File: src/rtl/io_pkg.sv
// Shared constants for the I/O UART transmitter: address map, STATUS layout, FSM encoding.
// IO_UART_PARITY_EN adds the PARITY state encoding.
package io_pkg;

    localparam logic [3:0] ADDR_TXDATA = 4'h0;
    localparam logic [3:0] ADDR_STATUS = 4'h4;
    localparam logic [3:0] ADDR_SWITCH = 4'h8;
    localparam logic [3:0] ADDR_LED    = 4'hC;

    localparam int STAT_FULL_BIT  = 0;
    localparam int STAT_EMPTY_BIT = 1;
    localparam int STAT_BUSY_BIT  = 2;
    localparam int STAT_COUNT_LSB = 3;
    localparam int STAT_OVF_BIT   = 6;

    typedef logic [2:0] state_t;

    localparam state_t S_IDLE   = 3'd0;
    localparam state_t S_START  = 3'd1;
    localparam state_t S_DATA   = 3'd2;
`ifdef IO_UART_PARITY_EN
    localparam state_t S_PARITY = 3'd3;
`endif
    localparam state_t S_STOP   = 3'd4;

endpackage

File: src/rtl/io_tx_fifo.sv
// Synchronous transmit FIFO with combinational (fall-through) read data.
// A push while full is accepted only when a pop happens in the same cycle.
module io_tx_fifo #(
    parameter int DEPTH = 4,
    parameter int DW    = 8,
    localparam int AW   = $clog2(DEPTH)
) (
    input  logic          CLK,
    input  logic          RESET,
    input  logic          push,
    input  logic          pop,
    input  logic [DW-1:0] din,
    output logic [DW-1:0] dout,
    output logic          full,
    output logic          empty,
    output logic [AW:0]   count
);

    logic [DW-1:0] mem_q [DEPTH];
    logic [DW-1:0] mem_d [DEPTH];
    logic [AW-1:0] wr_ptr_q, wr_ptr_d;
    logic [AW-1:0] rd_ptr_q, rd_ptr_d;
    logic [AW:0]   count_q, count_d;
    logic          wr_en, rd_en;

    assign full  = (count_q == (AW+1)'(DEPTH));
    assign empty = (count_q == '0);
    assign count = count_q;
    assign dout  = mem_q[rd_ptr_q];

    assign rd_en = pop && !empty;
    assign wr_en = push && (!full || rd_en);

    // Pointers are AW bits wide, so they wrap modulo DEPTH by themselves.
    always_comb begin
        mem_d    = mem_q;
        wr_ptr_d = wr_ptr_q;
        rd_ptr_d = rd_ptr_q;
        count_d  = count_q;
        if (wr_en) begin
            mem_d[wr_ptr_q] = din;
            wr_ptr_d        = wr_ptr_q + 1'b1;
        end
        if (rd_en) begin
            rd_ptr_d = rd_ptr_q + 1'b1;
        end
        case ({wr_en, rd_en})
            2'b10:   count_d = count_q + 1'b1;
            2'b01:   count_d = count_q - 1'b1;
            default: count_d = count_q;
        endcase
    end

    always_ff @(posedge CLK or posedge RESET) begin
        if (RESET) begin
            for (int i = 0; i < DEPTH; i++) mem_q[i] <= '0;
            wr_ptr_q <= '0;
            rd_ptr_q <= '0;
            count_q  <= '0;
        end else begin
            mem_q    <= mem_d;
            wr_ptr_q <= wr_ptr_d;
            rd_ptr_q <= rd_ptr_d;
            count_q  <= count_d;
        end
    end

endmodule

File: src/rtl/io_uart_tx.sv
// Memory-mapped UART transmitter with switch/LED registers and a transmit FIFO.
// Define IO_UART_PARITY_EN for an even-parity bit (11-bit frame); default is 10-bit 8N1.
//
// state   | meaning
// IDLE    | line high; pops the next byte when the FIFO is non-empty
// START   | start bit (low) for CLKS_PER_BIT cycles
// DATA    | 8 data bits, LSB first
// PARITY  | even parity bit (IO_UART_PARITY_EN only)
// STOP    | stop bit (high) for CLKS_PER_BIT cycles
module io_uart_tx
    import io_pkg::*;
#(
    parameter int CLKS_PER_BIT = 87,
    parameter int FIFO_DEPTH   = 4
) (
    input  logic        CLK,
    input  logic        RESET,
    input  logic [31:0] IOWriteData,
    input  logic [3:0]  IOAddr,
    input  logic        IOWriteEn,
    output logic [31:0] IOReadData,
    input  logic [15:0] Switches,
    output logic [15:0] LEDs,
    output logic        TxD
);

    localparam int CW = $clog2(CLKS_PER_BIT + 1);
    localparam int AW = $clog2(FIFO_DEPTH);

    state_t          state_q, state_d;
    logic [CW-1:0]   baud_q, baud_d;
    logic [2:0]      bit_q, bit_d;
    logic [7:0]      shift_q, shift_d;
    logic            tx_q, tx_d;
    logic [15:0]     leds_q, leds_d;
    logic            ovf_q, ovf_d;

    logic            fifo_push, fifo_pop, fifo_full, fifo_empty;
    logic [7:0]      fifo_dout;
    logic [AW:0]     fifo_count;
    logic [4:0]      count_ext;
    logic [2:0]      count_sat;
    logic [1:0]      word;
    logic            baud_done, busy;
    logic            unused_bits;

    assign word        = IOAddr[3:2];
    assign fifo_push   = IOWriteEn && (word == ADDR_TXDATA[3:2]);
    assign baud_done   = (baud_q == CW'(CLKS_PER_BIT - 1));
    assign busy        = (state_q != S_IDLE);
    assign unused_bits = ^{IOWriteData[31:16], IOAddr[1:0]};

    io_tx_fifo #(.DEPTH(FIFO_DEPTH), .DW(8)) u_fifo (
        .CLK   (CLK),
        .RESET (RESET),
        .push  (fifo_push),
        .pop   (fifo_pop),
        .din   (IOWriteData[7:0]),
        .dout  (fifo_dout),
        .full  (fifo_full),
        .empty (fifo_empty),
        .count (fifo_count)
    );

    always_comb begin
        state_d  = state_q;
        baud_d   = baud_q;
        bit_d    = bit_q;
        shift_d  = shift_q;
        fifo_pop = 1'b0;
        case (state_q)
            S_IDLE: begin
                baud_d = '0;
                bit_d  = '0;
                if (!fifo_empty) begin
                    fifo_pop = 1'b1;
                    shift_d  = fifo_dout;
                    state_d  = S_START;
                end
            end
            S_START: begin
                if (baud_done) begin
                    baud_d  = '0;
                    state_d = S_DATA;
                end else begin
                    baud_d = baud_q + 1'b1;
                end
            end
            S_DATA: begin
                if (baud_done) begin
                    baud_d = '0;
                    if (bit_q == 3'd7) begin
                        bit_d = '0;
`ifdef IO_UART_PARITY_EN
                        state_d = S_PARITY;
`else
                        state_d = S_STOP;
`endif
                    end else begin
                        bit_d = bit_q + 1'b1;
                    end
                end else begin
                    baud_d = baud_q + 1'b1;
                end
            end
`ifdef IO_UART_PARITY_EN
            S_PARITY: begin
                if (baud_done) begin
                    baud_d  = '0;
                    state_d = S_STOP;
                end else begin
                    baud_d = baud_q + 1'b1;
                end
            end
`endif
            S_STOP: begin
                if (baud_done) begin
                    baud_d  = '0;
                    state_d = S_IDLE;
                end else begin
                    baud_d = baud_q + 1'b1;
                end
            end
            default: begin
                state_d = S_IDLE;
                baud_d  = '0;
                bit_d   = '0;
            end
        endcase
    end

    // TxD is registered from the current state so the line never glitches.
    always_comb begin
        tx_d = 1'b1;
        case (state_q)
            S_START:  tx_d = 1'b0;
            S_DATA:   tx_d = shift_q[bit_q];
`ifdef IO_UART_PARITY_EN
            S_PARITY: tx_d = ^shift_q;
`endif
            default:  tx_d = 1'b1;
        endcase
    end

    always_comb begin
        leds_d = leds_q;
        ovf_d  = ovf_q;
        if (IOWriteEn && (word == ADDR_LED[3:2])) begin
            leds_d = IOWriteData[15:0];
        end
        if (IOWriteEn && (word == ADDR_STATUS[3:2])) begin
            ovf_d = 1'b0;
        end else if (fifo_push && fifo_full && !fifo_pop) begin
            ovf_d = 1'b1;
        end
    end

    always_comb begin
        count_ext  = 5'(fifo_count);
        count_sat  = (count_ext > 5'd7) ? 3'd7 : count_ext[2:0];
        IOReadData = '0;
        case (word)
            ADDR_STATUS[3:2]: begin
                IOReadData[STAT_FULL_BIT]                 = fifo_full;
                IOReadData[STAT_EMPTY_BIT]                = fifo_empty;
                IOReadData[STAT_BUSY_BIT]                 = busy;
                IOReadData[STAT_COUNT_LSB +: 3]           = count_sat;
                IOReadData[STAT_OVF_BIT]                  = ovf_q;
            end
            ADDR_SWITCH[3:2]: IOReadData = {16'b0, Switches};
            ADDR_LED[3:2]:    IOReadData = {16'b0, leds_q};
            default:          IOReadData = '0;
        endcase
    end

    always_ff @(posedge CLK or posedge RESET) begin
        if (RESET) begin
            state_q <= S_IDLE;
            baud_q  <= '0;
            bit_q   <= '0;
            shift_q <= '0;
            tx_q    <= 1'b1;
            leds_q  <= '0;
            ovf_q   <= 1'b0;
        end else begin
            state_q <= state_d;
            baud_q  <= baud_d;
            bit_q   <= bit_d;
            shift_q <= shift_d;
            tx_q    <= tx_d;
            leds_q  <= leds_d;
            ovf_q   <= ovf_d;
        end
    end

    assign TxD  = tx_q;
    assign LEDs = leds_q;

endmodule

File: config.mk
export PLATFORM = sky130hd
export DESIGN_NAME = io_uart_tx
export DESIGN_NICKNAME = d
export VERILOG_FILES = /design/src/rtl/io_pkg.sv /design/src/rtl/io_tx_fifo.sv /design/src/rtl/io_uart_tx.sv
export SDC_FILE = /design/constraint.sdc
export NUM_CORES = 1
export LEC_CHECK = 0
export ABC_AREA = 1
export ABC_CLOCK_PERIOD_IN_PS = 2300
export CAP_MARGIN = 5
export CORE_ASPECT_RATIO = 0.7
export CORE_UTILIZATION = 40
export DETAILED_ROUTE_END_ITERATION = 7
export GPL_ROUTABILITY_DRIVEN = 0
export GPL_TIMING_DRIVEN = 0
export PLACE_DENSITY_LB_ADDON = 0.12
export SLEW_MARGIN = 15
export SYNTH_ARGS = -nofsm -noshare
export SYNTH_HDL_FRONTEND = slang
export SYNTH_SLANG_ARGS = --single-unit
File: constraint.sdc
create_clock -name CLK -period 2.3 [get_ports CLK]
set_input_delay 0.345 -clock CLK [delete_from_list [all_inputs] [get_ports CLK]]
set_output_delay 0.345 -clock CLK [all_outputs]
set_load 0.01 [all_outputs]
==> out/metrics.csv, run 1 <==
stage,metric,value,unit
timing,fin_ws,110.5,ps
yosys,synth_compound_area_share,12.22,%
yosys,synth_common_cells,"nand2_1 (116), dfrtp_1 (77), o21ai_0 (76)",
cts,cts_root_buffer,clkbuf_16,
cts,htree_num_levels,3,
floorplanning,start_util,42.16,%
cts,clkTransAtPathRegs,60,ps
status,status,"complete, no violations",
hold_path,min_path_cells,4,
timing,setup-violations-final,0,
timing,worst_slew_pin_slew,679.2,ps
yosys,synth.avg_cell_area,7.994,um^2
routing,dr.first_iter.drc_count,248,
yosys,synthAdderAreaFrac,3.400,%
timing,fmax,456.7,MHz
cts,cts_tree,built,
placed_design,dp_hpwl,7593,um
yosys,ys.flop_type,dfrtp_1,
yosys,synth.top_cell.area_share,49.39,%
critical_path,path_max_fanout,3,
timing,finalHoldViolCount,0,
critical_path,startpoint_type,flop,
yosys,synth_edf_count,0,
floorplanning,pin_count,104,
pwr,vdd_drop_max,0.0005729,V
floorplanning,die_area,0.01016,mm^2
yosys,synth_top_area_cell,dfrtp_1,
yosys,async_reset_ff_share,100.0,%
floorplanning,die_w,120.0,um
floorplanning,die_h,84.63,um
yosys,synth_area_leaders,"dfrtp_1 (49%), nand2_1 (11%), o21ai_0 (9.7%), nor2_1 (5.9%), nand3_1 (4.9%)",
global_route,antenna_found_initial,0,
cells_and_area,final_nets,648,
cells_and_area,finalNonFillerCells,712,
global_route,grt_pass1_vias,3301,
critical_path,crit_path_end_kind,output pin,
hold_path,hold_path_class,input port to flop,
yosys,yosysWarnings,0,
critical_path,reg2regPathDepth,9,
placed_design,place_ws,-361.7,ps
routing,num_vias,3416,
pwr,leakagePower,2.544,nW
pwr,power_density,867.6,mW/mm^2
cts,ctsHoldBuffers,0,
timing,period_share,95.19,%
timing,min_period,2189,ps
yosys,seq_area_frac_synth,50.06,%
global_route,grt_pass1_wl,16380,um
critical_path,crit_type,flop to output pin,
routing,finalWirelength,9562,um
placed_design,place_inst,697,
routing,drc,0,
routing,firstDrtPassIters,4,
critical_path,path_cells,nor3_2 -> nand2_1 -> nand3_1 -> clkdlybuf4s50_1,
timing,whs,350.7,ps
global_route,grt-ovfl-total,0,
cells_and_area,area_delta_synth_final,33.80,%
cts,worstSkewPairLatency,330,ps
yosys,synth-xor-area-share,1.123,%
yosys,synthSimpleGateAreaFrac,22.58,%
flow_run,drv_cap,0,
cells_and_area,fin_util,56.42,%
yosys,synthesis.area,0.003901,mm^2
floorplanning,core-area,0.009253,mm^2
timing,finalMaxSlewViolations,0,
critical_path,worstPathRequired,1960,ps
yosys,synthCells,488,
timing,relSlewSlack,54.63,%
critical_path,critPathArrivalTime,1840,ps
global_route,grt_max_degree,31,
cts,cts_made_buffers,9,
critical_path,slowest_delay,550,ps
cts,cts_buffer_depth,2,
routing,vias_per_cell,4.798,
yosys,synth_top_family_by_area,simple AND/OR/NAND/NOR gates,
floorplanning,std_cell_rows,29,
yosys,netlist-cell-type-count,26,
timing,grt_setup_unrepaired,false,
critical_path,crit_slowest_cell,clkdlybuf4s50_1,
routing,wl_per_cell,13.43,um
placed_design,io_buffers,68,
routing,ant_nets,0,
cells_and_area,antenna_cells,0,
yosys,synthMuxAreaShare,0.2886,%
yosys,synth_most_common_cell,nand2_1,
timing,skew,4.797,ps
cells_and_area,layout-drive-gt1-share,10.03,%
global_route,grt_usage,20.90,%
cts,cts_sinks,78,
yosys,ys_ff_latch,78,
## sequential cells by signal, summed over array words and instances (netlist names)
register,cells
u_fifo.mem_q,32
LEDs,16
shift_q,8
baud_q,7
bit_q,3
state_q,3
u_fifo.count,3
u_fifo.rd_ptr_q,2
u_fifo.wr_ptr_q,2
TxD,1
ovf_q,1
## metal layers
layer | GRT usage (%) | vias to the layer above | part of all wire, %
li1 | - | 1717 | -
met1 | 30.23 | 1624 | 50
met2 | 31.40 | 62 | 45
met3 | 4.008 | 13 | 4.1
met4 | 6.932 | 0 | 1.3
met5 | 0 | - | 0
## through the flow
stage          power [mW]  TNS (ps)  area [um^2]
6_report            4.529         0         5220
5_1_grt             4.818         0         5220
4_1_cts             4.547         0         5207
2_1_floorplan       2.470         0         3961
3_5_place_dp        2.901     -3960         4845
3_3_place_gp        2.846     -3419         4797
## kinds of logic after synthesis
logic type,after synthesis
AND/OR/NAND/NOR,218
AO/OA/AOI/OAI,92
buffers and inverters,83
flip-flops,78
adder cells (fa/ha/maj),10
XOR/XNOR,5
other,1
multiplexers,1
## placed cells by master, fill, tap and decap left out, drive strengths merged, types with 9 or more instances in the layout
cell,count
ha,9
inv,51
clkbuf,14
nand2,116
clkdlybuf4s50,66
conb,16
buf,27
o21ai,77
nor2,61
a21oi,9
dfrtp,77
nand3,38
## timing repair
action	in CTS	in global routing
resized for setup	10	8
setup endpoints to repair	18	15
endpoints found under the hold margin	0	0
setup buffers	0	0
## where the power goes
part	switching [mW]	total (mW)	internal, mW	leakage (nW)
clock	0.570	1.63	1.06	0.158
combinational	0.514	0.972	0.458	1.41
sequential	0.203	1.92	1.72	0.980
total	1.29	4.53	3.24	2.54
## final timing paths
kind / start / to / slack (ps)
setup / recovery: u_fifo.count[0] / IOReadData[0] / 110
hold / removal: IOAddr[3] / ovf_q / 350
setup reg to reg: u_fifo.count[0] / u_fifo.count[2] / 170
hold reg to reg: u_fifo.mem_q[6] / u_fifo.mem_q[6] / 480
min in group asynchronous: RESET / u_fifo.wr_ptr_q[0] / 460
max in group asynchronous: RESET / u_fifo.mem_q[0] / 1090
## critical path: cells and delay by family (launching register included)
family	cells	cell delay [ps]
flops	1	420
buf+inv	1	550
simple gates	3	530
## layout make-up
class                           count  area [um^2]
Buffer                             30        200.2
Fill cell                         862         4033
Clock inverter                      7        121.4
Multi-Input combinational cell    342         1630
Tap cell                          124        155.1
Clock buffer                        9        225.2
Inverter                           52        209.0
Sequential cell                    78         1953
Timing Repair Buffer               70        725.7
(Power assumes the default switching activity.)
==> run 2, diff against run 1 <==
--- a/config.mk
+++ b/config.mk
@@ -6,7 +6,7 @@
 export NUM_CORES = 1
 export LEC_CHECK = 0
 export ABC_AREA = 1
-export ABC_CLOCK_PERIOD_IN_PS = 2300
+export ABC_CLOCK_PERIOD_IN_PS = 2000
 export CAP_MARGIN = 5
 export CORE_ASPECT_RATIO = 0.7
 export CORE_UTILIZATION = 40
@@ -14,6 +14,7 @@
 export GPL_ROUTABILITY_DRIVEN = 0
 export GPL_TIMING_DRIVEN = 0
 export PLACE_DENSITY_LB_ADDON = 0.12
+export SETUP_SLACK_MARGIN = 0.15
 export SLEW_MARGIN = 15
 export SYNTH_ARGS = -nofsm -noshare
 export SYNTH_HDL_FRONTEND = slang
==> constraint.sdc (replaced) <==
create_clock -name CLK -period 2 [get_ports CLK]
set_input_delay 0.3 -clock CLK [delete_from_list [all_inputs] [get_ports CLK]]
set_output_delay 0.3 -clock CLK [all_outputs]
set_load 0.01 [all_outputs]
==> out/metrics.csv, run 2 (synthesis gave the netlist of run 1 again) <==
stage,metric,value,unit
routing,dr.first_iter.drc_count,217,
critical_path,path_max_fanout,3,
cts,cts_sinks,78,
critical_path,startpoint_type,flop,
critical_path,path_cells,nor2_2 -> nand2_2 -> inv_2 -> nand2_4 -> clkinv_4 -> buf_8 -> ha_4 -> inv_4 -> fa_2 -> a21oi_2 -> o21ai_1 -> xor2_1,
global_route,grt-ovfl-total,0,
routing,num_vias,3634,
timing,fin_ws,-34.82,ps
timing,period_share,101.7,%
routing,firstDrtPassIters,5,
cts,cts_tree,built,
floorplanning,die_w,120.0,um
cts,htree_num_levels,3,
timing,relSlewSlack,65.43,%
placed_design,io_buffers,68,
timing,skew,6.465,ps
floorplanning,std_cell_rows,29,
global_route,grt_pass1_vias,3574,
timing,finalHoldViolCount,0,
cts,cts_made_buffers,9,
pwr,leakagePower,2.726,nW
pwr,vdd_drop_max,0.0004925,V
routing,vias_per_cell,4.944,
cells_and_area,fin_util,58.62,%
cts,worstSkewPairLatency,340,ps
critical_path,critPathArrivalTime,2260,ps
global_route,grt_usage,23.06,%
timing,fmax,491.4,MHz
status,status,finished with violations,
cts,clkTransAtPathRegs,60,ps
pwr,power_density,959.7,mW/mm^2
floorplanning,die_area,0.01016,mm^2
cells_and_area,top_register,u_fifo.mem_q,
cells_and_area,layout-drive-gt1-share,16.04,%
status,violations,negative setup slack,
critical_path,crit_family,adder cells,
floorplanning,pin_count,104,
cts,ctsHoldBuffers,0,
global_route,grt_max_degree,36,
global_route,antenna_found_initial,0,
critical_path,cp_num_buf_inv,4,
cells_and_area,largest_reg_flops,32,
routing,finalWirelength,10660,um
critical_path,crit_type,flop to flop,
routing,ant_nets,0,
timing,worst_slew_pin_slew,518.5,ps
critical_path,crit_slowest_cell,dfrtp_1,
floorplanning,start_util,42.16,%
floorplanning,core-area,0.009253,mm^2
placed_design,placed_area,0.004871,mm^2
cts,cts_buffer_depth,2,
critical_path,crit_path_end_kind,flop,
hold_path,hold_path_class,input port to asynchronous set/reset pin,
cells_and_area,final_cell_mix,"nand2_1 (111), dfrtp_1 (76), o21ai_0 (74)",
critical_path,slowest_delay,400,ps
placed_design,dp_hpwl,7750,um
timing,finalMaxSlewViolations,0,
cells_and_area,final_common_cell,nand2_1,
cells_and_area,final_nets,671,
timing,min_period,2035,ps
cells_and_area,area_delta_synth_final,39.03,%
global_route,grt_pass1_wl,17930,um
routing,drc,0,
timing,finalSetupTns,-34.82,ps
timing,grt_setup_unrepaired,true,
flow_run,drv_cap,0,
cells_and_area,antenna_cells,0,
floorplanning,die_h,84.63,um
cts,cts_root_buffer,clkbuf_16,
cells_and_area,fillers,853,
routing,wl_per_cell,14.50,um
timing,setup-violations-final,1,
cells_and_area,fin_area,0.005424,mm^2
critical_path,worstPathRequired,2220,ps
run 2: final cells by class:
type                            count  area [um^2]  share of cell area [%]
Multi-Input combinational cell    342         1704                   31.42
Clock inverter                      3        42.54                  0.7843
Timing Repair Buffer               92        867.1                   15.99
Clock buffer                       13        270.3                   4.983
Inverter                           52        212.7                   3.922
Buffer                             31        217.7                   4.014
Tap cell                          124        155.1                   2.860
Sequential cell                    78         1954                   36.03
run 2: per-stage QoR:
step                total power [mW]  std cells  setup WS [ps]  hold slack [ps]
floorplan                      2.854        503          85.27            447.8
global placement               3.296        695         -497.3            461.2
detailed placement             3.370        697         -576.3            468.0
CTS                            5.205        732          29.30            264.0
global route                   5.528        735         -90.28            287.0
finish                         5.206        735         -34.82            264.2
run 2: repair_timing:
action	in CTS	in global routing
resized for setup	42	14
setup buffers	19	3
pin swaps	6	6
setup endpoints to repair	18	39
run 2: power breakdown:
group	internal [mW]	leakage, nW	switching [mW]	total [mW]
Sequential	1.98	0.979	0.251	2.23
Clock	1.07	0.152	0.635	1.70
Combinational	0.597	1.60	0.676	1.27
run 2: metal layers:
metal	up-vias	share of wire, %	track usage, %
li1	1759	-	-
met1	1768	49	31.93
met2	96	44	35.21
met3	11	5.3	6.658
met4	0	1.3	6.250
met5	-	0	0
run 2: path summary, 6_finish.rpt:
kind,slack (ps),end,cells past startpoint,start
worst max-delay path,-30,u_fifo.count[2],12,state_q[1]
worst min-delay path,260,u_fifo.mem_q[25],2,RESET
worst max register to register,-30,u_fifo.count[2],12,state_q[1]
worst min register to register,480,u_fifo.mem_q[16],2,u_fifo.mem_q[16]
max in group asynchronous,1200,TxD,3,RESET
min in group CLK,450,ovf_q,5,IOAddr[3]
==> run 3, diff against run 2 <==
--- a/config.mk
+++ b/config.mk
@@ -11,11 +11,13 @@
 export CORE_ASPECT_RATIO = 0.7
 export CORE_UTILIZATION = 40
 export DETAILED_ROUTE_END_ITERATION = 7
+export DONT_BUFFER_PORTS = 1
 export GPL_ROUTABILITY_DRIVEN = 0
 export GPL_TIMING_DRIVEN = 0
 export PLACE_DENSITY_LB_ADDON = 0.12
 export SETUP_SLACK_MARGIN = 0.15
-export SLEW_MARGIN = 15
+export SLEW_MARGIN = 20
 export SYNTH_ARGS = -nofsm -noshare
 export SYNTH_HDL_FRONTEND = slang
+export SYNTH_HIERARCHICAL = 1
 export SYNTH_SLANG_ARGS = --single-unit
==> out/metrics.csv, run 3 <==
stage,metric,value,unit
status,status,finished with violations,
cts,htree_num_levels,3,
cells_and_area,finalNonFillerCells,694,
pwr,p_clk_share,30.7,%
cts,worstSkewPairLatency,350,ps
timing,finalMaxSlewViolations,0,
cells_and_area,multi_input_area,0.001882,mm^2
cells_and_area,fin_area,0.004910,mm^2
yosys,seq_area_frac_synth,46.79,%
routing,firstDrtPassIters,4,
critical_path,crit_type,flop to flop,
routing,ant_nets,0,
timing,skew,8.772,ps
global_route,grt_max_degree,26,
global_route,use_met2,34.00,%
cts,clkTransAtPathRegs,60,ps
yosys,synth.top_cell.area_share,46.16,%
routing,dr.first_iter.drc_count,199,
placed_design,dp_hpwl,8159,um
floorplanning,start_util,42.12,%
global_route,antenna_found_initial,0,
cts,cts_root_buffer,clkbuf_16,
timing,grt_setup_unrepaired,true,
timing,min_period,2130,ps
cts,cts_tree,built,
critical_path,reg2reg_setup_slack,-130,ps
cells_and_area,final_nets,626,
timing,finalSetupTns,-202.9,ps
yosys,yosysWarnings,6,
routing,num_vias,3658,
yosys,netlist-cell-type-count,32,
critical_path,worstPathRequired,2230,ps
floorplanning,die_h,87.47,um
floorplanning,die_area,0.01085,mm^2
cts,cts_made_buffers,9,
floorplanning,die_w,124.1,um
yosys,synth_top_area_cell,dfrtp_1,
routing,finalWirelength,11300,um
yosys,synthesis.area,0.004174,mm^2
pwr,p_switching,1.824,mW
global_route,grt-ovfl-total,0,
routing,drc,0,
global_route,grt_pass1_vias,3496,
yosys,synth_edf_count,0,
floorplanning,std_cell_rows,30,
cells_and_area,final_cell_mix,"nand2_1 (141), dfrtp_1 (77), nor2_1 (43)",
global_route,met3_usage,7.526,%
pwr,swShare,34.33,%
cells_and_area,register_area,0.001953,mm^2
critical_path,path_max_fanout,3,
yosys,ys_ff_latch,78,
flow_run,drv_cap,0,
global_route,grt-busiest-layer,met2,
cells_and_area,largest_reg_flops,32,
critical_path,critPathArrivalTime,2360,ps
floorplanning,pin_count,104,
timing,fin_ws,-129.8,ps
placed_design,place_inst,665,
pwr,power_density,1082,mW/mm^2
global_route,grt_pass1_wl,17750,um
cells_and_area,top_register,u_fifo/mem_q,
timing,setup-violations-final,2,
yosys,async_reset_ff_share,100.0,%
pwr,report.power.total,5.314,mW
critical_path,startpoint_type,flop,
global_route,grt_usage,22.38,%
pwr,vdd_drop_max,0.0004795,V
cells_and_area,layout-drive-gt1-share,17.14,%
yosys,synthCells,520,
pwr,p_comb_share,26.8,%
cells_and_area,fin_util,49.55,%
pwr,power_frac_seq,42.5,%
cells_and_area,area_delta_synth_final,17.63,%
yosys,ys.flop_type,dfrtp_1,
cts,cts_buffer_depth,2,
cells_and_area,final_common_cell,nand2_1,
placed_design,placed_area,0.004462,mm^2
cts,cts_sinks,78,
yosys,synth_common_cells,"nand2_1 (145), dfrtp_1 (77), inv_1 (49)",
status,violations,negative setup slack,
cells_and_area,antenna_cells,0,
timing,fmax,469.5,MHz
routing,wl_per_cell,16.29,um
pwr,leakagePower,2.502,nW
hold_path,hold_path_class,input port to flop,
critical_path,crit_path_end_kind,flop,
placed_design,io_buffers,0,
timing,period_share,106.5,%
routing,vias_per_cell,5.271,
global_route,gr-usage-met1,30.46,%
yosys,synth_most_common_cell,nand2_1,
timing,relSlewSlack,63.24,%
cells_and_area,fillers,977,
yosys,synth.avg_cell_area,8.027,um^2
pwr,p_int,3.490,mW
timing,worst_slew_pin_slew,547.2,ps
timing,finalHoldViolCount,0,
floorplanning,core-area,0.009910,mm^2
yosys,synth_area_leaders,"dfrtp_1 (46%), nand2_1 (13%), nand4_1 (4.8%), nand3_1 (4.4%), inv_1 (4.4%)",
[run 3: final cells by class]
type | count | share of cell area, %
Buffer | 40 | 5.657
Clock inverter | 6 | 1.249
Tap cell | 128 | 3.262
Sequential cell | 78 | 39.78
Inverter | 51 | 4.052
Clock buffer | 10 | 4.664
Multi-Input combinational cell | 366 | 38.33
Timing Repair Buffer | 15 | 3.007
[run 3: metal layers]
layer	share of wire (%)	vias to the layer above
met4	0.74	0
li1	-	1756
met3	9.6	8
met2	43	155
met1	47	1739
met5	0	-
[run 3: power by group through the flow]
stage | clock network [mW] | logic, mW | registers [mW]
floorplan | 0 | 0.950 | 2.20
global placement | 0 | 1.17 | 2.27
detailed placement | 0 | 1.22 | 2.27
CTS | 1.67 | 1.34 | 2.25
global route | 1.73 | 1.59 | 2.30
finish | 1.63 | 1.42 | 2.26
[run 3: worst paths after layout]
check                            startpoint          endpoint  cells after the start
min reg2reg                u_fifo/mem_q[23]  u_fifo/mem_q[23]                      2
min in group asynchronous             RESET           LEDs[1]                      2
max reg2reg                 u_fifo/count[0]   u_fifo/count[2]                     16
max                         u_fifo/count[0]   u_fifo/count[2]                     16
min                          IOWriteData[6]  u_fifo/mem_q[22]                      2
max in group asynchronous             RESET  u_fifo/mem_q[17]                      3
[run 3: critical path, stage by stage (launching register included)]
cell and delay, ps:
dfrtp_1 410, nor2_4 160, nand2_2 80, inv_2 60, inv_2 50, nand2_4 70
clkinv_4 60, inv_4 50, nand3_4 80, buf_8 130, nand2_4 60, ha_4 130
inv_2 40, fa_2 330, nand2_1 80, nand3b_1 80, xor2_1 140
[run 3: logic make-up (layout without fill, tap and decap cells)]
family | Yosys count | in the layout | share of synthesized area [%]
fa+ha+maj | 10 | 10 | 3.178
flops | 78 | 78 | 46.79
buf+inv | 91 | 122 | 11.12
xor+xnor | 5 | 5 | 1.049
mux | 2 | 2 | 0.6294
simple gates | 272 | 272 | 28.99
other cells | 1 | 16 | 0.08984
compound gates | 61 | 61 | 8.154
[run 3: repair_timing]
action | in CTS | in global routing
resized for setup | 11 | 7
setup endpoints to repair | 28 | 31
gates cloned | 0 | 0
hold buffers | 1 | 0
pin swaps | 4 | 2
hold endpoints to repair | 32 | 0
buffers inserted | 9 | 3
[run 3: metrics by stage]
stage / setup slack, ps / hold WS [ps]
floorplan: -198.0 / 436.6
global placement: -438.6 / 450.9
detailed placement: -480.7 / 168.6
CTS: -150.1 / 80.74
global route: -254.8 / 82.36
finish: -129.8 / 95.16
